[src/rtl/rv32_mmio_uart_tx.sv]
// Transmit-only 8N1 UART on the RV32 MMIO data bus: a four-register window,
// a TX byte FIFO and a bit-serialiser with a programmable baud divisor.

package rv32_mmio_uart_pkg;
    typedef enum logic [1:0] {
        MEM_NOP   = 2'd0,
        MEM_READ  = 2'd1,
        MEM_WRITE = 2'd2
    } mem_op_t;

    typedef struct packed {
        logic [31:0] addr;
        logic [31:0] data;
        mem_op_t     op;
    } memory_request_t;
endpackage

module rv32_mmio_uart_tx
    import rv32_mmio_uart_pkg::*;
#(
    parameter logic [31:0] BASE_ADDR   = 32'h8000_0000,
    parameter int          FIFO_DEPTH  = 8,
    parameter logic [15:0] DEFAULT_DIV = 16'd868
) (
    input  logic            clk,
    input  logic            resetn,
    input  memory_request_t data_request,
    output logic            request_done,
    output logic [31:0]     read_data,
    output logic            uart_tx
);

    localparam int PW = $clog2(FIFO_DEPTH);
    localparam int CW = PW + 1;
    localparam logic [CW-1:0] FULL_CNT = CW'(FIFO_DEPTH);

    typedef enum logic [1:0] {
        S_IDLE  = 2'd0,
        S_START = 2'd1,
        S_DATA  = 2'd2,
        S_STOP  = 2'd3
    } tx_state_t;

    // Bus decode
    logic        hit_s;
    logic        rd_hit_s;
    logic        txdata_wr_s;
    logic        div_wr_s;
    logic        status_rd_s;
    logic [31:0] rdata_s;
    logic [31:0] status_s;
    logic [15:0] div_wdata_s;

    // FIFO
    logic [7:0]    fifo_mem_r [FIFO_DEPTH];
    logic [PW-1:0] wr_ptr_r;
    logic [PW-1:0] rd_ptr_r;
    logic [CW-1:0] count_r;
    logic          full_s;
    logic          empty_s;
    logic          push_s;
    logic          pop_s;
    logic          ovf_set_s;
    logic          overflow_r;
    logic [15:0]   div_r;
    logic [31:0]   read_data_r;

    // Serialiser
    tx_state_t   state_r;
    tx_state_t   state_next_s;
    logic [15:0] baud_cnt_r;
    logic [15:0] baud_next_s;
    logic [2:0]  bit_idx_r;
    logic [2:0]  bit_idx_next_s;
    logic [7:0]  shift_r;
    logic [7:0]  shift_next_s;
    logic [15:0] div_shadow_r;
    logic [15:0] div_shadow_next_s;
    logic        tx_r;
    logic        tx_next_s;
    logic        bit_end_s;

    // Address decode, register-select and side-effect strobes
    always_comb begin
        hit_s       = (data_request.addr[31:4] == BASE_ADDR[31:4]) && (data_request.op != MEM_NOP);
        rd_hit_s    = hit_s && (data_request.op == MEM_READ);
        txdata_wr_s = 1'b0;
        div_wr_s    = 1'b0;
        status_rd_s = 1'b0;
        if (hit_s && (data_request.op == MEM_WRITE)) begin
            txdata_wr_s = (data_request.addr[3:2] == 2'd0);
            div_wr_s    = (data_request.addr[3:2] == 2'd2);
        end else begin
            status_rd_s = rd_hit_s && (data_request.addr[3:2] == 2'd1);
        end
    end

    assign full_s    = (count_r == FULL_CNT);
    assign empty_s   = (count_r == {CW{1'b0}});
    assign push_s    = txdata_wr_s && !full_s;
    assign ovf_set_s = txdata_wr_s && full_s;

    // Read mux; the snapshot reflects state before this cycle's updates
    always_comb begin
        status_s = {20'd0, 4'(count_r), 4'd0, overflow_r, empty_s, full_s, (state_r != S_IDLE)};
        case (data_request.addr[3:2])
            2'd1:    rdata_s = status_s;
            2'd2:    rdata_s = {16'd0, div_r};
            default: rdata_s = 32'd0;
        endcase
    end

    // Divisor write value with lower clamp
    always_comb begin
        if (data_request.data[15:0] < 16'd2) begin
            div_wdata_s = 16'd2;
        end else begin
            div_wdata_s = data_request.data[15:0];
        end
    end

    // Registered read data, overflow flag and divisor register
    always_ff @(posedge clk) begin
        if (!resetn) begin
            read_data_r <= 32'd0;
            overflow_r  <= 1'b0;
            div_r       <= DEFAULT_DIV;
        end else begin
            read_data_r <= rd_hit_s ? rdata_s : 32'd0;
            if (ovf_set_s) begin
                overflow_r <= 1'b1;
            end else if (status_rd_s) begin
                overflow_r <= 1'b0;
            end
            if (div_wr_s) begin
                div_r <= div_wdata_s;
            end
        end
    end

    // FIFO storage: contents are only meaningful below count_r, so no reset
    always_ff @(posedge clk) begin
        if (push_s) begin
            fifo_mem_r[wr_ptr_r] <= data_request.data[7:0];
        end
    end

    // FIFO pointers and occupancy
    always_ff @(posedge clk) begin
        if (!resetn) begin
            wr_ptr_r <= {PW{1'b0}};
            rd_ptr_r <= {PW{1'b0}};
            count_r  <= {CW{1'b0}};
        end else begin
            if (push_s) begin
                wr_ptr_r <= wr_ptr_r + PW'(1);
            end
            if (pop_s) begin
                rd_ptr_r <= rd_ptr_r + PW'(1);
            end
            case ({push_s, pop_s})
                2'b10:   count_r <= count_r + CW'(1);
                2'b01:   count_r <= count_r - CW'(1);
                default: count_r <= count_r;
            endcase
        end
    end

    assign bit_end_s = (baud_cnt_r == (div_shadow_r - 16'd1));

    // Serialiser next-state; uart_tx is computed one step ahead so it leaves a flop
    always_comb begin
        state_next_s      = state_r;
        baud_next_s       = baud_cnt_r;
        bit_idx_next_s    = bit_idx_r;
        shift_next_s      = shift_r;
        div_shadow_next_s = div_shadow_r;
        tx_next_s         = tx_r;
        pop_s             = 1'b0;
        case (state_r)
            S_IDLE: begin
                tx_next_s = 1'b1;
                if (!empty_s) begin
                    pop_s             = 1'b1;
                    shift_next_s      = fifo_mem_r[rd_ptr_r];
                    baud_next_s       = 16'd0;
                    div_shadow_next_s = div_r;
                    state_next_s      = S_START;
                    tx_next_s         = 1'b0;
                end else begin
                    state_next_s = S_IDLE;
                end
            end
            S_START: begin
                if (bit_end_s) begin
                    baud_next_s    = 16'd0;
                    bit_idx_next_s = 3'd0;
                    state_next_s   = S_DATA;
                    tx_next_s      = shift_r[0];
                end else begin
                    baud_next_s = baud_cnt_r + 16'd1;
                end
            end
            S_DATA: begin
                if (bit_end_s) begin
                    baud_next_s = 16'd0;
                    if (bit_idx_r == 3'd7) begin
                        state_next_s = S_STOP;
                        tx_next_s    = 1'b1;
                    end else begin
                        bit_idx_next_s = bit_idx_r + 3'd1;
                        shift_next_s   = {1'b0, shift_r[7:1]};
                        tx_next_s      = shift_r[1];
                    end
                end else begin
                    baud_next_s = baud_cnt_r + 16'd1;
                end
            end
            S_STOP: begin
                if (bit_end_s) begin
                    baud_next_s  = 16'd0;
                    state_next_s = S_IDLE;
                    tx_next_s    = 1'b1;
                end else begin
                    baud_next_s = baud_cnt_r + 16'd1;
                end
            end
            default: begin
                state_next_s = S_IDLE;
                tx_next_s    = 1'b1;
            end
        endcase
    end

    // Serialiser state register; reset aborts any frame with the line high
    always_ff @(posedge clk) begin
        if (!resetn) begin
            state_r      <= S_IDLE;
            baud_cnt_r   <= 16'd0;
            bit_idx_r    <= 3'd0;
            shift_r      <= 8'd0;
            div_shadow_r <= DEFAULT_DIV;
            tx_r         <= 1'b1;
        end else begin
            state_r      <= state_next_s;
            baud_cnt_r   <= baud_next_s;
            bit_idx_r    <= bit_idx_next_s;
            shift_r      <= shift_next_s;
            div_shadow_r <= div_shadow_next_s;
            tx_r         <= tx_next_s;
        end
    end

    assign request_done = hit_s;
    assign read_data    = read_data_r;
    assign uart_tx      = tx_r;

endmodule

[config.mk]
export PLATFORM = sky130hd
export DESIGN_NAME = rv32_mmio_uart_tx
export DESIGN_NICKNAME = d
export VERILOG_FILES = /design/src/rtl/rv32_mmio_uart_tx.sv
export SDC_FILE = /design/constraint.sdc
export NUM_CORES = 1
export LEC_CHECK = 0
export CAP_MARGIN = 30
export CORE_UTILIZATION = 35
export CTS_CLUSTER_DIAMETER = 150
export DETAILED_ROUTE_END_ITERATION = 8
export PLACE_DENSITY_LB_ADDON = 0.05
export SLEW_MARGIN = 20
export SYNTH_ARGS = -nofsm -noshare
export SYNTH_HDL_FRONTEND = slang
export SYNTH_SLANG_ARGS = --single-unit
[constraint.sdc]
create_clock -name clk -period 3.1 [get_ports clk]
set_input_delay 0.31 -clock clk [delete_from_list [all_inputs] [get_ports clk]]
set_output_delay 0.31 -clock clk [all_outputs]
set_load 0.05 [all_outputs]
==> impl_metrics.ini <==
[cells_and_area]
diodes = 0
drive_above_1_share = 0.124
syn2layout_area_growth_pct = 23.2
ff_latch_area_sq_mm = 0.00376
n_fill_cell = 1910
multi_input_area_sq_mm = 0.00324
nets = 852
stdcell_count = 1050

[pwr]
switchingPower_w = 0.00110
switching_share = 0.246
pwr_density_cell_mw_per_mm2 = 498
p_comb_frac = 0.036
leakagePower_nw = 3.12
pwr-share-seq = 0.476
p_int_w = 0.00338
clkPwrFrac = 0.488
peakVddDrop_mv = 0.379

[worst_hold_path]
min_path_cells = 2
hp-class = in -> reg
hold_path_end = uart_tx
holdCritStartpoint = resetn

[timing]
fmax_ghz = 0.342
finalCriticalPeriod_ns = 2.92
drv_slew = 0
finalHoldViolCount = 0
period_share = 0.943
tns_ns = 0
rsz0062_at_grt = no
slew_headroom = 0.462
worst_slew_pin_slew_ns = 0.807
skew_ns = 0.0255
setup_viol = 0

[die]
boundaryPins = 102
start_util = 0.358
dieArea_sq_mm = 0.0214
row_count = 52
die_y_um = 146
dieWidth_um = 146
coreArea_sq_mm = 0.0204

[detailed_routing]
first_pass_iters = 5
wl_met1_mm = 8.38
wl_met2_mm = 8.08
drc = 0
num_vias = 5370
final_antenna_net_count = 0
drt_iter0_markers = 303
wl_met3_um = 739
route.top_layer_used = met4
routed_wirelength_mm = 17.4
vias_per_cell = 5.11
post_drt_wl_per_cell_um = 16.6

[synthesis]
synth_top_area_frac = 0.263
synth_fa_ha_area_frac = 0.0291
synthMuxAreaShare = 0.0700
synthCells = 684
yosysSeqAreaShare = 0.516
synth_edf_count = 64
ys_ff_latch = 156
yosys.area_share.simple = 0.184
yosys_warnings = 0
synthFlopType = dfxtp_1
synth_area_leaders = edfxtp_1 26%, dfxtp_1 25%, mux4_2 4.9%
synth_top_family_by_area = simple AND/OR/NAND/NOR gates
synth_compound_area_frac = 0.127
synth.avg_cell_area_sq_um = 10.7
synth_top_cell_by_area = edfxtp_1
syn-cell-area_sq_mm = 0.00730
synth_xor_area_frac = 0.0252
async_flop_share = 0
ys_types = 61

[flow_run]
drv_cap = 0

[worst_setup_path]
cp_slowest_cell = or4_1
path_cells = or4_1 -> buf_4 -> o21ai_0 -> a21oi_1 -> a31oi_1 -> o2111a_2 -> a31oi_4 -> or3_1 -> a21boi_1
regToRegSetupSlack_ns = 0.18
cp-start-kind = register
end_kind = register
rr_worst_depth = 9
worstReg2RegEnd = shift_r[6]
worstSetupPathType = reg -> reg
slowest_delay_ns = 0.68
worstPathArrival_ns = 3.26
regToRegStartpoint = div_shadow_r[3]
crit_fanout = 15
critPathRequiredTime_ns = 3.44

[clock_network]
htreeDepth = 4
clk_pin_slew_ns = 0.07
cts_buffers = 17
cts.sinks = 156
clk_latency_ns = 0.44
postCtsSetupBuffers = 0
cts_root_buffer = clkbuf_16
clk_path_buf_depth = 2
ctsHoldBuffers = 0
cts_tree = built

[global_route]
grt_pass1_wl_mm = 28.6
grt_overflow_total = 0
grt_max_degree = 39
track_usage = 0.172
antenna_found_initial = 0
grt_pass1_vias = 5329

[place]
place_hpwl_mm = 12.2
place_inst = 1018
portBuffers = 67
gp_congestion = 0.802

[status]
status = completed
## worst max-delay path: cells and delay by family (launching register included)
kind	cells	cell delay (ns)
and+or+nand+nor	2	1.07
DFF	1	0.31
buffers and inverters	1	0.21
AOI/OAI and AO/OA	6	1.24
## cells in the final DEF, fill, tap and decap left out, types with 15 or more instances in the layout
| cell | instances |
|---|---|
| clkbuf_16 | 17 |
| and2_1 | 16 |
| nand3_1 | 15 |
| ha_1 | 17 |
| edfxtp_1 | 64 |
| inv_1 | 17 |
| a21boi_0 | 23 |
| o21ai_0 | 24 |
| mux4_2 | 16 |
| dfxtp_1 | 92 |
| a31oi_1 | 22 |
| buf_4 | 36 |
| mux2i_1 | 15 |
| nor2_1 | 42 |
| clkdlybuf4s50_1 | 66 |
| nand2_1 | 73 |
| conb_1 | 16 |
| a22oi_1 | 15 |
## stage by stage
step / instance area (sq um) / hold WS [ns] / util / power [W] / setup WS (ns)
floorplan: 7350 / 0.409 / - / 0.00226 / 0.225
global placement: 8360 / 0.456 / 0.410 / 0.00234 / -0.109
detailed placement: 8360 / 0.462 / 0.410 / 0.00234 / -0.150
CTS: 8980 / 0.382 / 0.441 / 0.00454 / 0.118
global route: 8990 / 0.432 / 0.442 / 0.00463 / 0.0307
finish: 8990 / 0.386 / 0.442 / 0.00448 / 0.178
## synthesized netlist by cell type (all sizes together), types with 12 or more instances
cell type   n
nor3       13
mux4       16
mux2i      15
nand2      73
and2       17
xnor2      13
dfxtp      92
ha         17
edfxtp     64
a21oi      14
inv        18
nor2       42
buf        25
a22oi      15
a31oi      24
nor4       15
a21boi     32
o21ai      24
nand3b     12
clkbuf     30
nand3      15
## how the worst max path moves through the flow
stage	startpoint	end	slack [ns]	depth (start not counted)
2_1_floorplan	data_request[63]	count_r[2]	0.23	12
3_3_place_gp	data_request[39]	count_r[2]	-0.11	14
3_5_place_dp	data_request[63]	count_r[3]	-0.15	15
4_1_cts	div_shadow_r[3]	shift_r[4]	0.12	9
5_1_grt	div_shadow_r[1]	shift_r[6]	0.03	10
6_report	div_shadow_r[3]	shift_r[6]	0.18	9
## power by group through the flow
stage	registers (W)	clock network, W	logic, W
after floorplan	0.00218	0	0.0000854
after global placement	0.00218	0	0.000161
after detailed placement	0.00218	0	0.000163
after CTS	0.00213	0.00225	0.000163
after global routing	0.00213	0.00233	0.000173
final	0.00213	0.00219	0.000162
## layout make-up
cell class,count,share of cell area
clock buffers,17,0.0473
clock inverters,15,0.0225
inverters,18,0.00751
multi-input cells,470,0.360
flip-flops and latches,156,0.419
well taps,270,0.0376
repair buffers,104,0.106
## sequential cells by signal (all words and copies together), names as in the netlist, 4 cells and up, named ones only
signal,flops
read_data,16
div_shadow_r,16
fifo_mem_r,64
div_r,16
baud_cnt_r,16
count_r,4
shift_r,8
## cells by family after synthesis
group                      Yosys count
DFF                                156
AOI/OAI and AO/OA                  133
adders and majority gates           17
other                                1
muxes                               31
xor gates and xnor gates            21
buffers and inverters               73
and+or+nand+nor                    252
## metal layers
| metal | track usage | vias up |
|---|---|---|
| met5 | 0 | - |
| met4 | 0.0458 | 0 |
| met3 | 0.0375 | 15 |
| li1 | - | 2646 |
| met2 | 0.271 | 149 |
| met1 | 0.238 | 2560 |
## what timing repair did
| action | CTS | global route |
|---|---|---|
| hold endpoints to repair | 0 | 0 |
| gates resized for setup | 0 | 2 |
| endpoints found under the setup margin | 0 | 7 |
Note: power is estimated with default switching activity, not from simulation.
